==> config.mk <==
export PLATFORM = sky130hd
export DESIGN_NAME = video_timing_gen
export DESIGN_NICKNAME = d
export VERILOG_FILES = /design/src/rtl/video_pkg.sv /design/src/rtl/video_axis_counter.sv /design/src/rtl/video_timing_gen.sv
export SDC_FILE = /design/constraint.sdc
export NUM_CORES = 1
export LEC_CHECK = 0
export CAP_MARGIN = 15
export CORE_MARGIN = 2
export CORE_UTILIZATION = 50
export CTS_CLUSTER_DIAMETER = 80
export DETAILED_ROUTE_END_ITERATION = 8
export PLACE_DENSITY_LB_ADDON = 0.05
export SKIP_LAST_GASP = 1
export SYNTH_ARGS = -nofsm -noshare
export SYNTH_HDL_FRONTEND = slang
export SYNTH_SLANG_ARGS = --single-unit
==> constraint.sdc <==
create_clock -name clock -period 2 [get_ports clock]
set_input_delay 0.4 -clock clock [delete_from_list [all_inputs] [get_ports clock]]
set_output_delay 0.4 -clock clock [all_outputs]
set_load 0.03 [all_outputs]
==> src/rtl/video_pkg.sv <==
// Shared types and default 640x480@60 timing for the raster timing generator.
package video_pkg;

    typedef enum logic [1:0] {PH_VISIBLE, PH_FRONT, PH_SYNC, PH_BACK} phase_t;

    localparam int DEF_H_VISIBLE = 640;
    localparam int DEF_H_FRONT   = 16;
    localparam int DEF_H_SYNC    = 96;
    localparam int DEF_H_BACK    = 48;
    localparam int DEF_V_VISIBLE = 480;
    localparam int DEF_V_FRONT   = 10;
    localparam int DEF_V_SYNC    = 2;
    localparam int DEF_V_BACK    = 33;

    // Phase a given position must be in; used to cross-check the phase FSM.
    function automatic phase_t phase_at(int pos, int vis, int front, int sync);
        if (pos < vis)                    return PH_VISIBLE;
        else if (pos < vis + front)       return PH_FRONT;
        else if (pos < vis + front + sync) return PH_SYNC;
        return PH_BACK;
    endfunction

endpackage

==> src/rtl/video_axis_counter.sv <==
// One raster axis: position counter plus a VISIBLE/FRONT/SYNC/BACK phase FSM
// driven by a phase-local down-counter. Next-state is exported so the top can
// register derived outputs on the same edge as the position update.
module video_axis_counter
    import video_pkg::*;
#(
    parameter int  L_VISIBLE = DEF_H_VISIBLE,
    parameter int  L_FRONT   = DEF_H_FRONT,
    parameter int  L_SYNC    = DEF_H_SYNC,
    parameter int  L_BACK    = DEF_H_BACK,
    localparam int TOTAL     = L_VISIBLE + L_FRONT + L_SYNC + L_BACK,
    localparam int PW        = $clog2(TOTAL)
) (
    input  logic          clock,
    input  logic          reset,
    input  logic          step,
    output logic [PW-1:0] pos,
    output phase_t        phase,
    output phase_t        phase_nxt,
    output logic          wrap
);

    if (L_VISIBLE <= 0 || L_FRONT <= 0 || L_SYNC <= 0 || L_BACK <= 0) begin : g_bad_len
        $error("video_axis_counter: every phase length must be nonzero");
    end

    logic [PW-1:0] pos_q, pos_d;
    logic [PW-1:0] cnt_q, cnt_d;
    phase_t        phase_q, phase_d;

    function automatic logic [PW-1:0] len_m1(phase_t p);
        case (p)
            PH_VISIBLE: return PW'(L_VISIBLE - 1);
            PH_FRONT:   return PW'(L_FRONT - 1);
            PH_SYNC:    return PW'(L_SYNC - 1);
            default:    return PW'(L_BACK - 1);
        endcase
    endfunction

    function automatic phase_t next_phase(phase_t p);
        case (p)
            PH_VISIBLE: return PH_FRONT;
            PH_FRONT:   return PH_SYNC;
            PH_SYNC:    return PH_BACK;
            default:    return PH_VISIBLE;
        endcase
    endfunction

    assign wrap = (pos_q == PW'(TOTAL - 1));

    always_comb begin
        pos_d   = pos_q;
        cnt_d   = cnt_q;
        phase_d = phase_q;
        if (step) begin
            pos_d = wrap ? '0 : pos_q + PW'(1);
            if (cnt_q == '0) begin
                phase_d = next_phase(phase_q);
                cnt_d   = len_m1(phase_d);
            end else begin
                cnt_d = cnt_q - PW'(1);
            end
        end
    end

    always_ff @(posedge clock) begin
        if (reset) begin
            pos_q   <= '0;
            cnt_q   <= PW'(L_VISIBLE - 1);
            phase_q <= PH_VISIBLE;
        end else begin
            pos_q   <= pos_d;
            cnt_q   <= cnt_d;
            phase_q <= phase_d;
        end
    end

    assign pos       = pos_q;
    assign phase     = phase_q;
    assign phase_nxt = phase_d;

    a_phase_matches_pos: assert property (@(posedge clock) disable iff (reset)
        phase_q == phase_at(int'(pos_q), L_VISIBLE, L_FRONT, L_SYNC));

endmodule

==> src/rtl/video_timing_gen.sv <==
// Raster timing generator on the system clock, advanced by the divider's
// pixel strobe. All outputs are registered and change with col/row.
module video_timing_gen
    import video_pkg::*;
#(
    parameter int H_VISIBLE = DEF_H_VISIBLE,
    parameter int H_FRONT   = DEF_H_FRONT,
    parameter int H_SYNC    = DEF_H_SYNC,
    parameter int H_BACK    = DEF_H_BACK,
    parameter int V_VISIBLE = DEF_V_VISIBLE,
    parameter int V_FRONT   = DEF_V_FRONT,
    parameter int V_SYNC    = DEF_V_SYNC,
    parameter int V_BACK    = DEF_V_BACK,
    parameter bit SYNC_POL  = 1'b0
) (
    input  logic clock,
    input  logic reset,
    input  logic pix_en,
    output logic [$clog2(H_VISIBLE+H_FRONT+H_SYNC+H_BACK)-1:0] col,
    output logic [$clog2(V_VISIBLE+V_FRONT+V_SYNC+V_BACK)-1:0] row,
    output logic hsync,
    output logic vsync,
    output logic blank,
    output logic line_start,
    output logic frame_start,
    output logic vblank_start
);

    localparam int H_TOTAL = H_VISIBLE + H_FRONT + H_SYNC + H_BACK;
    localparam int V_TOTAL = V_VISIBLE + V_FRONT + V_SYNC + V_BACK;
    localparam int HW      = $clog2(H_TOTAL);
    localparam int VW      = $clog2(V_TOTAL);

    logic [HW-1:0] h_pos;
    logic [VW-1:0] v_pos;
    phase_t        h_phase, h_phase_nxt, v_phase, v_phase_nxt;
    logic          h_wrap, v_wrap, v_step;

    logic hsync_q, vsync_q, blank_q;
    logic line_start_q, frame_start_q, vblank_start_q;

    assign v_step = pix_en & h_wrap;

    video_axis_counter #(
        .L_VISIBLE (H_VISIBLE),
        .L_FRONT   (H_FRONT),
        .L_SYNC    (H_SYNC),
        .L_BACK    (H_BACK)
    ) u_h_axis (
        .clock     (clock),
        .reset     (reset),
        .step      (pix_en),
        .pos       (h_pos),
        .phase     (h_phase),
        .phase_nxt (h_phase_nxt),
        .wrap      (h_wrap)
    );

    video_axis_counter #(
        .L_VISIBLE (V_VISIBLE),
        .L_FRONT   (V_FRONT),
        .L_SYNC    (V_SYNC),
        .L_BACK    (V_BACK)
    ) u_v_axis (
        .clock     (clock),
        .reset     (reset),
        .step      (v_step),
        .pos       (v_pos),
        .phase     (v_phase),
        .phase_nxt (v_phase_nxt),
        .wrap      (v_wrap)
    );

    // Derived outputs use the counters' next state so they land on the same edge as col/row.
    always_ff @(posedge clock) begin
        if (reset) begin
            hsync_q        <= ~SYNC_POL;
            vsync_q        <= ~SYNC_POL;
            blank_q        <= 1'b0;
            line_start_q   <= 1'b0;
            frame_start_q  <= 1'b0;
            vblank_start_q <= 1'b0;
        end else begin
            hsync_q        <= (h_phase_nxt == PH_SYNC) ? SYNC_POL : ~SYNC_POL;
            vsync_q        <= (v_phase_nxt == PH_SYNC) ? SYNC_POL : ~SYNC_POL;
            blank_q        <= (h_phase_nxt != PH_VISIBLE) || (v_phase_nxt != PH_VISIBLE);
            line_start_q   <= v_step;
            frame_start_q  <= v_step & v_wrap;
            vblank_start_q <= v_step & (v_pos == VW'(V_VISIBLE - 1));
        end
    end

    assign col          = h_pos;
    assign row          = v_pos;
    assign hsync        = hsync_q;
    assign vsync        = vsync_q;
    assign blank        = blank_q;
    assign line_start   = line_start_q;
    assign frame_start  = frame_start_q;
    assign vblank_start = vblank_start_q;

    a_blank_matches_phase: assert property (@(posedge clock) disable iff (reset)
        blank_q == ((h_phase != PH_VISIBLE) || (v_phase != PH_VISIBLE)));

endmodule

# == Word-level counts from Yosys, hierarchy flattened ==
# Cells that the tools add are included.
# word_totals
regBits,50
inputBits,3
out_inout_bits,26
wordCells,59
# op_classes
add_sub_neg,4
eq_ne,13
muxes,18
n_bitwise,3
reduce_logical,9
# ops
operator,count
$mux 10,4
$pmux 10 s3,1
$pmux 9 s3,1
$add 10x1->10 const B,2
$eq 10x10->1 const B,2
$logic_not 10->1,2
$sub 10x1->10 const B,2
$mux 2,8
$eq 2x2->1 const B,6
$pmux 2 s3,2
$eq 10x9->1 const B,1
$eq 2x1->1 const B,4
$logic_not 2->1,4
$reduce_bool 2->1,2
$and 1x1->1,3
$mux 1,2
$logic_or 1x1->1,1

# == Depth between registers and ports, before layout ==
# depth
depth_word,8
depth_mapped,8
ltp_nobuf,7

# == Cells and area by module ==
# From an unflattened synthesis, not the netlist that was laid out.
# hier_totals
hier_cells,291
hier_area_um2,2612.5
# by_module_without_submodules
module,n_inst,cells_each,area_each_um2,seq_area_each_um2
video_axis_counter at u_v_axis,1,142,1256.2,440.4
video_axis_counter at u_h_axis,1,129,1138.6,440.4
video_timing_gen,1,20,217.7,120.1

# == Least setup slack after synthesis ==
# Ideal clock, no wire load.
# synth_timing
kind,reg-to-reg
start,register u_v_axis.cnt_q[0]
end,"register blank_q, in the netlist blank"
setup_ps,138
t_arrival_ps,2081
required_time_ps,1862
setup_slack_ps,-219
stages_incl_launch_ff,9
n_path_buf,1
synth_period_minus_slack_ps,2219
cell_sequence,dfxtp_1 > inv_1 > ha_1 > or4b_4 > or3_1 > buf_2 > or4_4 > nand2_2 > a41oi_2
# synth_via
elab_chain_len,5
# synth_lines
item,line_no,text
from (decl),video_axis_counter.sv:28,"logic [PW-1:0] cnt_q, cnt_d;"
from (signal assigned),video_axis_counter.sv:69,cnt_q <= PW'(L_VISIBLE - 1);
from (signal assigned),video_axis_counter.sv:73,cnt_q <= cnt_d;
$logic_not 10->1,video_axis_counter.sv:57,if (cnt_q == '0) begin
$mux 2,video_axis_counter.sv:57,
$mux 2,video_axis_counter.sv:55,if (step) begin
$reduce_bool 2->1,video_timing_gen.sv:86,blank_q <= (h_phase_nxt != PH_VISIBLE) || (v_phase_nxt != PH_VISIBLE);
$logic_or 1x1->1,video_timing_gen.sv:86,
to (signal assigned),video_timing_gen.sv:86,
to (decl),video_timing_gen.sv:39,"logic hsync_q, vsync_q, blank_q;"
# No other way between the ends.
# A chain may end at the register's enable or synchronous reset.

# == Worst setup path after layout ==
# Ends and elaborated chain as after synthesis.

==> flow_metrics.tcl <==
set metrics [dict create \
    outcome "finished with violations" \
    violations "setup timing" \
    finalHoldViolations 0 \
    hold_path_class "reg -> reg" \
    finalSetupViolCount 2 \
    die_area_um2 5440 \
    fp-row-count 25 \
    ys_ff_latch 50 \
    vdd_drop_max_v 0.000404 \
    fill_cells 396 \
    max_stage_delay_ns 0.45 \
    grt_util_all_layers_pct 20.4 \
    area_delta_synth_final_pct 30.7 \
    htreeDepth 2 \
    synth_cells 281 \
    vias 2156 \
    portBuffers 28 \
    period_share_pct 101 \
    ant_nets 0 \
    critical_path.endpoint_type "register" \
    netlist_area_um2 2430 \
    first_pass_iters 4 \
    skew_ns 0.00635 \
    cap_violations 0 \
    layout_min_cycle_time_ns 2.03 \
    vias_per_cell 5.42 \
    path_clk_slew_ns 0.09 \
    wl_um 5140 \
    cts_sinks 50 \
    worstPathArrival_ns 2.21 \
    drt_iter0_markers 98 \
    core_um2 4690 \
    synth.yosys.warnings 0 \
    p_leak_nw 1.16 \
    crit_type "reg -> reg" \
    pre_cts_slack_ns -0.310 \
    relSlewSlack_pct 73.7 \
    cp_cell_sequence "inv_2 -> ha_4 -> or4b_4 -> or3_4 -> or4_4 -> nand2_4 -> a41oi_2" \
    grt_pass1_wl_um 8700 \
    floorplan.initialDensity_pct 51.8 \
    max-clock-path-buffers 2 \
    overflow 0 \
    avgSynthCellArea_um2 8.66 \
    die_h_um 73.7 \
    final_nets 357 \
    power.density_nw_per_um2 537 \
    grt_max_degree 27 \
    async_flop_share_pct 0 \
    worstSetupStartpointType "register" \
    slowest_stage "or4b_4" \
    synth.net_count 295 \
    antenna_found_initial 0 \
    tritoncts "yes" \
    required_ns 2.18 \
    synth_edf_count 0 \
    holdWs_ns 0.477 \
    cts_root_buffer "clkbuf_8" \
    path_delay_family "simple AND/OR/NAND/NOR gates" \
    dp_hpwl_um 3760 \
    ys_types 47 \
    rsz0062_at_grt "true" \
    worstSkewPairLatency_ns 0.30 \
    holdBufCountCts 0 \
    ys_seq_area_share_pct 41.2 \
    tightestPinTransition_ns 0.391 \
    cts_made_buffers 5 \
    setup_slack_ns -0.0275 \
    drive_gt1_share_pct 21.2 \
    path_buf_inv 1 \
    die_w_um 73.7 \
    globalplace.congestion 0.875 \
    max_freq_mhz 493 \
    diodes 0 \
    io_pins 29 \
    slew_violations 0 \
    remaining_drc_errors 0 \
    synth-main-ff-cell "dfxtp_1" \
    wire_per_inst_um 12.9 \
    grt_pass1_vias 1925 \
    crit_fanout 3 \
]
## per-layer routing
metal  track usage, %  routed length (um)  vias to the layer above
met5                0                   0                        -
met2             33.1                2320                       24
met4             5.86                  53                        0
met1             27.1                2620                      998
li1                 -                   -                     1129
met3             4.53                 146                        5
## per-stage QoR
stage	util [%]	instances	TNS (ns)	area, um2	total power (W)
after floorplan	-	281	-0.328	2470	0.00108
after global placement	64.8	389	-4.03	3040	0.00111
after detailed placement	64.8	389	-5.27	3040	0.00111
after CTS	67.0	397	-0.0492	3140	0.00172
after global routing	67.8	398	-0.488	3180	0.00176
final	67.8	398	-0.0395	3180	0.00171
## worst paths after layout
path / startpoint / to / slack (ns) / depth (start not counted)
setup / recovery: u_v_axis.cnt_q[0] / blank / -0.03 / 7
hold / removal: u_v_axis.cnt_q[6] / u_v_axis.cnt_q[6] / 0.48 / 1
setup reg to reg: u_v_axis.cnt_q[0] / blank / -0.03 / 7
hold reg to reg: u_v_axis.cnt_q[6] / u_v_axis.cnt_q[6] / 0.48 / 1
## report_power, final
group,total [W],internal [W],switching (W)
clock,0.000620,0.000279,0.000341
sequential,0.00101,0.00100,0.0000103
combinational,0.0000732,0.0000307,0.0000424
total,0.00171,0.00131,0.000394
## cell usage in the layout, fill, tap and decap left out, drive strengths merged, types with 4 or more instances in the layout
master,count
clkdlybuf4s50,28
nor2b,4
xnor2,9
or3,6
mux2i,4
nand4,9
nor2,25
clkbuf,6
a21oi,14
ha,11
o21ai,10
inv,12
nor4,7
xor2,11
or4,7
nand3,10
o31ai,5
nand2,25
dfxtp,50
buf,38
nor3,18
## registers in the layout, indices dropped and copies added (netlist names), 2 cells and up
name,cells
u_h_axis.pos,10
u_v_axis.cnt_q,10
u_v_axis.phase,2
u_h_axis.phase,2
u_v_axis.pos,10
u_h_axis.cnt_q,10
## Yosys cell counts (all sizes together) (2+ instances only)
cell type	instances	area, um2
dfxtp	50	1000
nand2	25	96.4
nor2	25	93.8
nor3	18	95.1
a21oi	14	70.1
inv	12	45.0
ha	11	138
xor2	11	96.3
nand3	10	50.1
o21ai	10	50.1
clkbuf	9	33.8
nand4	9	56.3
xnor2	9	78.8
nor4	7	43.8
or4	7	56.3
or3	6	37.5
o31ai	5	37.5
mux2i	4	40.0
nor2b	4	25.0
a21o	3	22.5
a31oi	3	18.8
nand3b	3	22.5
or2	3	18.8
a211o	2	17.5
and4	2	17.5
buf	2	8.75
mux2	2	22.5
## final cells by class
type / instances / area (um2) / share of cell area [%]
Sequential cell: 50 / 1010 / 31.7
Timing Repair Buffer: 66 / 566 / 17.8
Clock inverter: 2 / 12.5 / 0.394
Tap cell: 54 / 67.6 / 2.13
Clock buffer: 6 / 82.6 / 2.60
Inverter: 12 / 45.0 / 1.42
Multi-Input combinational cell: 208 / 1400 / 44.0
## kinds of logic after synthesis
| family | Yosys count | share of synthesized area, % |
|---|---|---|
| compound gates | 45 | 12.0 |
| xor+xnor | 20 | 7.20 |
| fa+ha+maj | 11 | 5.66 |
| buf+inv | 23 | 3.60 |
| flops | 50 | 41.2 |
| mux | 6 | 2.57 |
| simple gates | 126 | 27.8 |
## repair_timing
item,CTS,global route
endpoints found under the hold margin,0,0
endpoints found under the setup margin,4,16
resized for setup,3,8
setup buffers,0,1
No activity file was read; power rests on OpenSTA's default activity.
